==> config.mk <==
export PLATFORM = sky130hd
export DESIGN_NAME = dyn_pma_table
export DESIGN_NICKNAME = d
export VERILOG_FILES = /design/src/rtl/dyn_pma_table.sv
export SDC_FILE = /design/constraint.sdc
export NUM_CORES = 2
export LEC_CHECK = 0
export ABC_AREA = 0
export ABC_CLOCK_PERIOD_IN_PS = 5190
export CORE_UTILIZATION = 35
export CTS_BUF_LIST = sky130_fd_sc_hd__clkbuf_2
export DETAILED_ROUTE_END_ITERATION = 8
export GPL_ROUTABILITY_DRIVEN = 0
export PLACE_DENSITY = 0.59
export SLEW_MARGIN = 20
export SYNTH_ARGS = -nofsm -noshare
export SYNTH_HDL_FRONTEND = slang
export SYNTH_SLANG_ARGS = --single-unit
==> constraint.sdc <==
create_clock -name clk_i -period 5.19 [get_ports clk_i]
set_input_delay 0.519 -clock clk_i [delete_from_list [all_inputs] [get_ports clk_i]]
set_output_delay 0.519 -clock clk_i [all_outputs]
set_load 0.02 [all_outputs]
==> src/rtl/dyn_pma_table.sv <==
// Dynamic physical-memory-attribute table: shadow/active region tables with atomic commit and global lock.
// Latency: lookup result and config response are registered, one cycle after acceptance.
// Backpressure: lookup_ready_o and cfg_gnt_o drop while a commit drains and applies (two cycles).
module dyn_pma_table #(
    parameter int unsigned NrRegions = 3,
    parameter int unsigned AddrWidth = 64,
    parameter logic [NrRegions-1:0][AddrWidth-1:0] RstBase   = {64'h8000_0000, 64'h1_0000, 64'h0},
    parameter logic [NrRegions-1:0][AddrWidth-1:0] RstLength = {64'h4000_0000, 64'h1_0000, 64'h1000},
    parameter logic [NrRegions-1:0][3:0]           RstAttr   = {NrRegions{4'b0011}},
    localparam int unsigned CfgAw = $clog2(3*NrRegions+1)
) (
    input  logic                 clk_i,
    input  logic                 rst_ni,
    input  logic                 cfg_req_i,
    input  logic                 cfg_we_i,
    input  logic [CfgAw-1:0]     cfg_addr_i,
    input  logic [AddrWidth-1:0] cfg_wdata_i,
    output logic                 cfg_gnt_o,
    output logic                 cfg_rvalid_o,
    output logic [AddrWidth-1:0] cfg_rdata_o,
    output logic                 cfg_err_o,
    input  logic                 lookup_valid_i,
    input  logic [AddrWidth-1:0] lookup_addr_i,
    output logic                 lookup_ready_o,
    output logic                 result_valid_o,
    output logic                 result_hit_o,
    output logic                 result_exec_o,
    output logic                 result_cached_o,
    output logic                 result_nonidem_o
);
    localparam int unsigned CtrlIdx = 3 * NrRegions;

    typedef enum logic [1:0] {IDLE, DRAIN, APPLY} state_e;

    state_e state_q, state_d;
    logic   lock_q, lock_d;

    logic [NrRegions-1:0][AddrWidth-1:0] shd_base_q, shd_len_q, act_base_q, act_len_q;
    logic [NrRegions-1:0][3:0]           shd_attr_q, act_attr_q;

    logic                 cfg_rvalid_q, cfg_err_q, cfg_err_d;
    logic [AddrWidth-1:0] cfg_rdata_q, cfg_rdata_d;
    logic                 res_vld_q, res_hit_q, res_exec_q, res_cached_q, res_nonidem_q;
    logic                 res_hit_d;
    logic [3:0]           res_attr_d;

    // Handshake terms derived from the state register only, so they never loop through the FSM logic.
    logic idle, gnt, lk_acc, idx_ok, is_ctrl, shd_we, ctrl_wr, commit;
    assign idle    = (state_q == IDLE);
    assign gnt     = idle & cfg_req_i;
    assign lk_acc  = idle & lookup_valid_i;
    assign idx_ok  = (cfg_addr_i <= CfgAw'(CtrlIdx));
    assign is_ctrl = (cfg_addr_i == CfgAw'(CtrlIdx));
    // Once locked, every write is accepted but dropped.
    assign shd_we  = gnt & cfg_we_i & ~lock_q & idx_ok;
    assign ctrl_wr = shd_we & is_ctrl;
    assign commit  = ctrl_wr & cfg_wdata_i[0];
    // A commit and lock in one write still commits: the lock only affects later accesses.
    assign lock_d  = lock_q | (ctrl_wr & cfg_wdata_i[1]);

    // FSM next state and handshake outputs.
    always_comb begin
        state_d        = state_q;
        lookup_ready_o = 1'b0;
        cfg_gnt_o      = 1'b0;
        case (state_q)
            IDLE: begin
                lookup_ready_o = 1'b1;
                cfg_gnt_o      = cfg_req_i;
                if (commit) state_d = DRAIN;
            end
            DRAIN:   state_d = APPLY;
            APPLY:   state_d = IDLE;
            default: state_d = IDLE;
        endcase
    end

    // FSM state and lock register.
    always_ff @(posedge clk_i) begin
        if (!rst_ni) begin
            state_q <= IDLE;
            lock_q  <= 1'b0;
        end else begin
            state_q <= state_d;
            lock_q  <= lock_d;
        end
    end

    // Shadow table: written by config accesses to region words.
    always_ff @(posedge clk_i) begin
        if (!rst_ni) begin
            shd_base_q <= RstBase;
            shd_len_q  <= RstLength;
            shd_attr_q <= RstAttr;
        end else if (shd_we) begin
            for (int r = 0; r < NrRegions; r++) begin
                if (cfg_addr_i == CfgAw'(3*r))   shd_base_q[r] <= cfg_wdata_i;
                if (cfg_addr_i == CfgAw'(3*r+1)) shd_len_q[r]  <= cfg_wdata_i;
                if (cfg_addr_i == CfgAw'(3*r+2)) shd_attr_q[r] <= cfg_wdata_i[3:0];
            end
        end
    end

    // Active table: copied wholesale from the shadow in APPLY; reset abandons any pending commit.
    always_ff @(posedge clk_i) begin
        if (!rst_ni) begin
            act_base_q <= RstBase;
            act_len_q  <= RstLength;
            act_attr_q <= RstAttr;
        end else if (state_q == APPLY) begin
            act_base_q <= shd_base_q;
            act_len_q  <= shd_len_q;
            act_attr_q <= shd_attr_q;
        end
    end

    // Config read mux: shadow words, control word {lock, 0}, zero for bad indices.
    always_comb begin
        cfg_rdata_d = '0;
        cfg_err_d   = ~idx_ok;
        if (!cfg_we_i) begin
            for (int r = 0; r < NrRegions; r++) begin
                if (cfg_addr_i == CfgAw'(3*r))   cfg_rdata_d = shd_base_q[r];
                if (cfg_addr_i == CfgAw'(3*r+1)) cfg_rdata_d = shd_len_q[r];
                if (cfg_addr_i == CfgAw'(3*r+2)) cfg_rdata_d = AddrWidth'(shd_attr_q[r]);
            end
            if (is_ctrl) cfg_rdata_d = AddrWidth'({lock_q, 1'b0});
        end
    end

    // Config response register.
    always_ff @(posedge clk_i) begin
        if (!rst_ni) begin
            cfg_rvalid_q <= 1'b0;
            cfg_rdata_q  <= '0;
            cfg_err_q    <= 1'b0;
        end else begin
            cfg_rvalid_q <= gnt;
            cfg_rdata_q  <= gnt ? cfg_rdata_d : '0;
            cfg_err_q    <= gnt & cfg_err_d;
        end
    end

    // Region match against the active table; walking downwards leaves the lowest index as winner.
    // End address is formed one bit wider so regions touching the top of the space do not wrap.
    always_comb begin
        logic [AddrWidth:0] top;
        top        = '0;
        res_hit_d  = 1'b0;
        res_attr_d = 4'b1000;
        for (int r = NrRegions - 1; r >= 0; r--) begin
            top = {1'b0, act_base_q[r]} + {1'b0, act_len_q[r]};
            if (act_attr_q[r][0] && (act_len_q[r] != '0) &&
                (lookup_addr_i >= act_base_q[r]) && ({1'b0, lookup_addr_i} < top)) begin
                res_hit_d  = 1'b1;
                res_attr_d = act_attr_q[r];
            end
        end
    end

    // Lookup result register: fields are zero whenever no result is presented.
    always_ff @(posedge clk_i) begin
        if (!rst_ni) begin
            res_vld_q     <= 1'b0;
            res_hit_q     <= 1'b0;
            res_exec_q    <= 1'b0;
            res_cached_q  <= 1'b0;
            res_nonidem_q <= 1'b0;
        end else begin
            res_vld_q     <= lk_acc;
            res_hit_q     <= lk_acc & res_hit_d;
            res_exec_q    <= lk_acc & res_attr_d[1];
            res_cached_q  <= lk_acc & res_attr_d[2];
            res_nonidem_q <= lk_acc & res_attr_d[3];
        end
    end

    assign cfg_rvalid_o     = cfg_rvalid_q;
    assign cfg_rdata_o      = cfg_rdata_q;
    assign cfg_err_o        = cfg_err_q;
    assign result_valid_o   = res_vld_q;
    assign result_hit_o     = res_hit_q;
    assign result_exec_o    = res_exec_q;
    assign result_cached_o  = res_cached_q;
    assign result_nonidem_o = res_nonidem_q;
endmodule

# --- Yosys cells after proc, flatten, opt, wreduce, memory -nomap -nowiden ---
# Index checks and enable logic that the tools add are counted.
totals:
  ff_bits: 866
  latch_bits: 0
  ramBits: 0
  rom_bits: 0
  in_bits: 137
  out_inout_bits: 73
  word_cells: 116
  mem_count: 0
classes:
  addsub: 3
  multipliers: 0
  n_div: 0
  n_lt_le_gt_ge: 7
  n_eq_ne: 12
  n_shift: 0
  mux: 20
  n_bitwise: 18
  reduce_logical: 26
ops:
  columns: ["operator", "count"]
  rows:
  - ["$mux 64", 8]
  - ["$add 64x64->65", 3]
  - ["$lt 64x65->1", 3]
  - ["$ge 64x64->1", 3]
  - ["$reduce_bool 64->1", 3]
  - ["$reduce_and 2->1", 9]
  - ["$eq 4x3->1 const B", 4]
  - ["$mux 4", 4]
  - ["$and 1x1->1", 13]
  - ["$logic_and 1x1->1", 9]
  - ["$eq 4x2->1 const B", 2]
  - ["$eq 4x4->1 const B", 2]
  - ["$mux 1", 5]
  - ["$reduce_or 5->1", 1]
  - ["$eq 4x1->1 const B", 1]
  - ["$le 4x4->1 const B", 1]
  - ["$logic_not 4->1", 1]
  - ["$mux 2", 2]
  - ["$not 1->1", 4]
  - ["$pmux 2 s2", 1]
  - ["$reduce_or 4->1", 1]
  - ["$reduce_or 3->1", 1]
  - ["$eq 2x1->1 const B", 1]
  - ["$eq 2x2->1 const B", 1]
  - ["other kinds (3)", 3]

# --- Longest topological paths before layout ---
logic_depth:
  ltp_word: 11
  ltp_mapped: 26
  depth_no_buf: 26

# --- Worst setup path before layout ---
# OpenSTA, ideal clock, no wires.
synth_path:
  kind: "register to register"
  startpoint: "register act_base_q[64] (netlist bit)"
  endpoint: "register res_nonidem_q, in the netlist result_nonidem_o"
  setup_ns: 0.115
  arrival_ns: 5.379
  t_required_ns: 5.075
  setup_slack_ns: -0.304
  stages_incl_launch_ff: 26
  n_path_buf: 0
  synth_period_minus_slack_ns: 5.494
  cell_sequence: "dfxtp_1 -> ha_1 -> fa_1 -> a211oi_1 -> o21ai_1 -> a31oi_4 -> o211ai_4 -> a221oi_2 -> a21boi_4 -> o221ai_2 -> a311oi_4 -> o21ai_2 -> a21boi_2 -> xor2_1 -> ha_1 -> a21o_1 -> a21oi_1 -> o21ai_0 -> a41oi_1 -> or4_1 -> a221oi_1 -> o41ai_1 -> o211ai_1 -> nand2b_1 -> o221a_2 -> o21a_1"
synth_via:
  elab_chain_len: 6
  word_cells_on_any_way: 8
  classes_between: "1 x add/sub; 2 x order compare; 2 x mux; 1 x bitwise; 2 x reduce/logical"
synth_rtl:
  columns: ["element", "line_no", "text"]
  rows:
  - ["start, declared", "38", "logic [NrRegions-1:0][AddrWidth-1:0] shd_base_q, shd_len_q, act_base_q, act_len_q;"]
  - ["start signal, assigned", "107", "act_base_q <= RstBase;"]
  - ["start signal, assigned", "111", "act_base_q <= shd_base_q;"]
  - ["$add 64x64->65 or $ge 64x64->1 (tied branches)", "152, 154", null]
  - ["$lt 64x65->1 or $logic_and 1x1->1 (tied branches)", "154, 153", null]
  - ["$logic_and 1x1->1 (*)", "154", "(lookup_addr_i >= act_base_q[r]) && ({1'b0, lookup_addr_i} < top)) begin"]
  - ["$mux 4 (*) (2 in series)", "153", "if (act_attr_q[r][0] && (act_len_q[r] != '0) &&"]
  - ["$and 1x1->1 (*)", "174", "res_nonidem_q <= lk_acc & res_attr_d[3];"]
  - ["end signal, assigned", "174", null]
  - ["end, declared", "43", "logic res_vld_q, res_hit_q, res_exec_q, res_cached_q, res_nonidem_q;"]
# Every way passes the cells marked *; elsewhere a longest branch is shown, timed or not.
# A chain may end at the register's enable or synchronous reset.

# --- Worst setup path after layout ---
layout_path:
  startpoint: "register act_base_q[98] (netlist bit)"
  endpoint: "register res_nonidem_q, in the netlist result_nonidem_o"
# Same word-level chain as after synthesis.

==> results_dict.tcl <==
set metrics [dict create \
    coreArea_um2 150700 \
    die_h_um 392.6 \
    cp.arrival_ps 7300 \
    ys_seq_area_share_pct 32.46 \
    finalSetupViolCount 4 \
    post-route-period-util_pct 111.1 \
    synthArstFlopShare_pct 0 \
    cts-buffers-inserted 233 \
    crit_path_end_kind "flop" \
    critPathBufInv 3 \
    violations "negative setup slack" \
    p_per_area_nw_per_um2 196.2 \
    ys.flop_type "dfxtp_1" \
    status "finished with violations" \
    vias 54980 \
    worst_setup_path_start_kind "flop" \
    drt_iter0_drc 5538 \
    setup.worst_path.start "act_base_q[98]" \
    layout.cells.non_filler 9957 \
    finalWirelength_um 218400 \
    grt_use_met2_pct 43.35 \
    synth_seq_cells 866 \
    synth_edf_count 0 \
    synth_cells 6816 \
    setup_tns_ps -2069 \
    hp-start "cfg_wdata_i[62]" \
    cp_top_family "compound AO/OA/AOI/OAI gates" \
    max_stage_delay_ps 530 \
    r2r-start "act_base_q[98]" \
    grt_start_max_net_pins 252 \
    syn_area_um2 53410 \
    port_buffers 209 \
    finalWorstSetupSlack_ps -578.1 \
    drc 0 \
    clockBufferDepth 3 \
    rrSetupSlack_ps -580 \
    pre_cts_slack_ps -762.7 \
    insertion_delay_ps 1860 \
    drt-pass1-iter-count 9 \
    finClkSkew_ps 245.9 \
    grt_first_pass_wirelength_um 325400 \
    met1_usage_pct 36.34 \
    yosysUniqueCellTypes 93 \
    grt_pass1_vias 52960 \
    drive_gt1_share_pct 15.59 \
    power_mw 13.08 \
    required_ps 6720 \
    max-cap-violations 0 \
    tightest_slew_ps 1197 \
    wire_per_inst_um 21.94 \
    clkTransAtPathRegs_ps 130 \
    dp.cells 9358 \
    cp_slowest_cell "or4_1" \
    max-vdd-ir-drop_v 0.0001330 \
    ys_warn_count 0 \
    fmax_mhz 173.4 \
    grt_setup_unrepaired "true" \
    grt_use_total_pct 27.65 \
    fp.dieArea_um2 154200 \
    start_util_pct 35.45 \
    cts_sinks 866 \
    min_path_type "in -> reg" \
    dieWidth_um 392.6 \
    placedInstanceArea_um2 62270 \
    power_leakage_nw 26.44 \
    drtAntennaViolNets 0 \
    cts_tree "done" \
    min_period_ps 5768 \
    io_pins 210 \
    top_usage_layer "met2" \
    antenna_found_initial 9 \
    nNetsFinal 8473 \
    n_fill_cell 15290 \
    cts-htree-levels 4 \
    drv_slew 0 \
    viasPerCell 5.522 \
    postSynthAreaPerCell_um2 7.836 \
    critPathMaxFanout 4 \
    overflow 0 \
    path_class "reg -> reg" \
    area_growth_pct 24.80 \
    slew_headroom_pct 20.20 \
    dp_hpwl_um 161200 \
    syn_nets 7529 \
    stdcell_area_um2 66660 \
    num_rows 142 \
    root_buffer "clkbuf_2" \
    hold_viol_final 0 \
    globalRouteMet3Util_pct 4.324 \
]
cells by family after synthesis:
logic type	count (synthesis)	share of synthesized area (%)
AOI/OAI and AO/OA	2080	26.85
xor gates and xnor gates	179	2.935
adders and majority gates	576	13.54
buffers and inverters	643	4.564
DFF	866	32.46
muxes	12	0.2272
and+or+nand+nor	2460	19.43
layer usage:
layer  wire (um)  vias up
met5          99        -
met4       11800        6
met3       16040      524
met2       96360     2316
met1       94110    26180
li1            -    25960
layout by cell type, fill, tap and decap left out, types with 27 or more instances in the layout:
cell                n
o21a_1             37
buf_4             703
a21o_1            209
o211ai_1           89
nand2_1          1825
nor3_1             34
nor2b_1            45
a21oi_1           360
clkbuf_2          340
clkinv_1           38
a31oi_1            32
a222oi_1           61
dlygate4sd3_1     161
clkdlybuf4s50_1   207
nand2b_1           32
nor2_1            139
nand4_1           113
xor2_1             88
inv_1             250
nand3_1            80
dfxtp_1           858
o21ai_0           267
o21ai_1            28
ha_1              567
nor4_1             62
a211oi_1           27
a21boi_0          754
xnor2_1            90
o21bai_1           34
final timing paths:
check	depth (start not counted)	to
worst min register to register	2	act_base_q[31]
worst max register to register	27	result_nonidem_o
worst min-delay path	4	shd_len_q[62]
worst max-delay path	27	result_nonidem_o
worst reg2reg max path: stages, from the launching register on:
cell,delay (ps)
dfxtp_1,350
ha_1,360
nand2_1,80
o21ai_0,70
buf_4,150
nor4_1,390
o31ai_1,200
a21oi_1,270
o21a_1,220
o211ai_1,120
buf_4,160
a31oi_1,450
o211ai_1,190
o21ai_1,130
xor2_1,180
ha_1,190
a21o_1,110
a211oi_1,60
o21ai_1,120
a41oi_1,70
or4_1,530
a221oi_2,210
o41ai_1,110
o211ai_1,190
buf_4,190
nand2b_1,70
o221a_2,230
o21a_1,160
synthesized netlist by cell type, types with 10 or more instances:
cell,number,area (um2)
a2111oi_0,13,113.9
a211o_1,10,87.58
a211oi_1,32,240.2
a21boi_0,755,5668
a21boi_1,19,142.6
a21o_1,209,1569
a21oi_1,366,1832
a221oi_1,16,140.1
a222oi_1,61,610.6
a31oi_1,33,206.5
and2_1,13,81.33
and3_1,27,168.9
and4_1,17,148.9
buf_2,13,65.06
clkbuf_1,369,1385
dfxtp_1,866,17340
ha_1,573,7169
inv_1,250,938.4
mux2i_1,11,110.1
nand2_1,1832,6877
nand2b_1,33,206.5
nand3_1,83,415.4
nand4_1,113,706.9
nor2_1,145,544.3
nor2b_1,48,300.3
nor3_1,38,190.2
nor4_1,68,425.4
o211ai_1,89,668.1
o21a_1,37,277.8
o21ai_0,275,1376
o21ai_1,26,130.1
o21bai_1,34,255.2
o31ai_1,13,97.59
or3_1,11,68.82
xnor2_1,91,797.0
xor2_1,88,770.7
area by class of cell:
type,instances,area [um2],share of cell area [%]
multi-input combinational,5307,34220,51.33
timing repair buffer,1101,9468,14.20
antenna,8,20.02,0.03003
inverter,251,942.2,1.413
clock buffer,340,1702,2.553
tap,2016,2522,3.784
sequential,866,17350,26.02
clock inverter,68,437.9,0.6570
metrics by stage:
stage	hold WS, ps	util [%]
2_1_floorplan	422.1	-
3_3_place_gp	458.8	41.33
3_5_place_dp	461.6	41.33
4_1_cts	6.044	44.08
5_1_grt	114.0	44.24
6_report	208.9	44.24
power breakdown:
group	leakage (nW)	internal [mW]	switching (mW)
clock network	1.63	1.92	3.22
logic	17.8	0.550	0.704
registers	6.98	6.67	0.0183
flip-flops by register name, indices dropped and copies added (netlist names):
| name | flops |
|---|---|
| shd_len_q | 192 |
| cfg_err_o | 1 |
| act_base_q | 192 |
| act_len_q | 192 |
| result_exec_o | 1 |
| result_valid_o | 1 |
| result_nonidem_o | 1 |
| shd_attr_q | 12 |
| act_attr_q | 12 |
| lock_q | 1 |
| result_hit_o | 1 |
| shd_base_q | 192 |
| result_cached_o | 1 |
| cfg_rvalid_o | 1 |
| state_q | 2 |
| cfg_rdata_o | 64 |
timing repair:
action | 4_1_cts | 5_1_grt
pin swaps | 48 | 26
hold buffers | 162 | 0
buffers inserted | 17 | 6
gates resized for setup | 61 | 34
gates cloned | 0 | 0
setup endpoints to repair | 4 | 4
hold endpoints to repair | 742 | 0
Power figures use the tool's default switching activity.
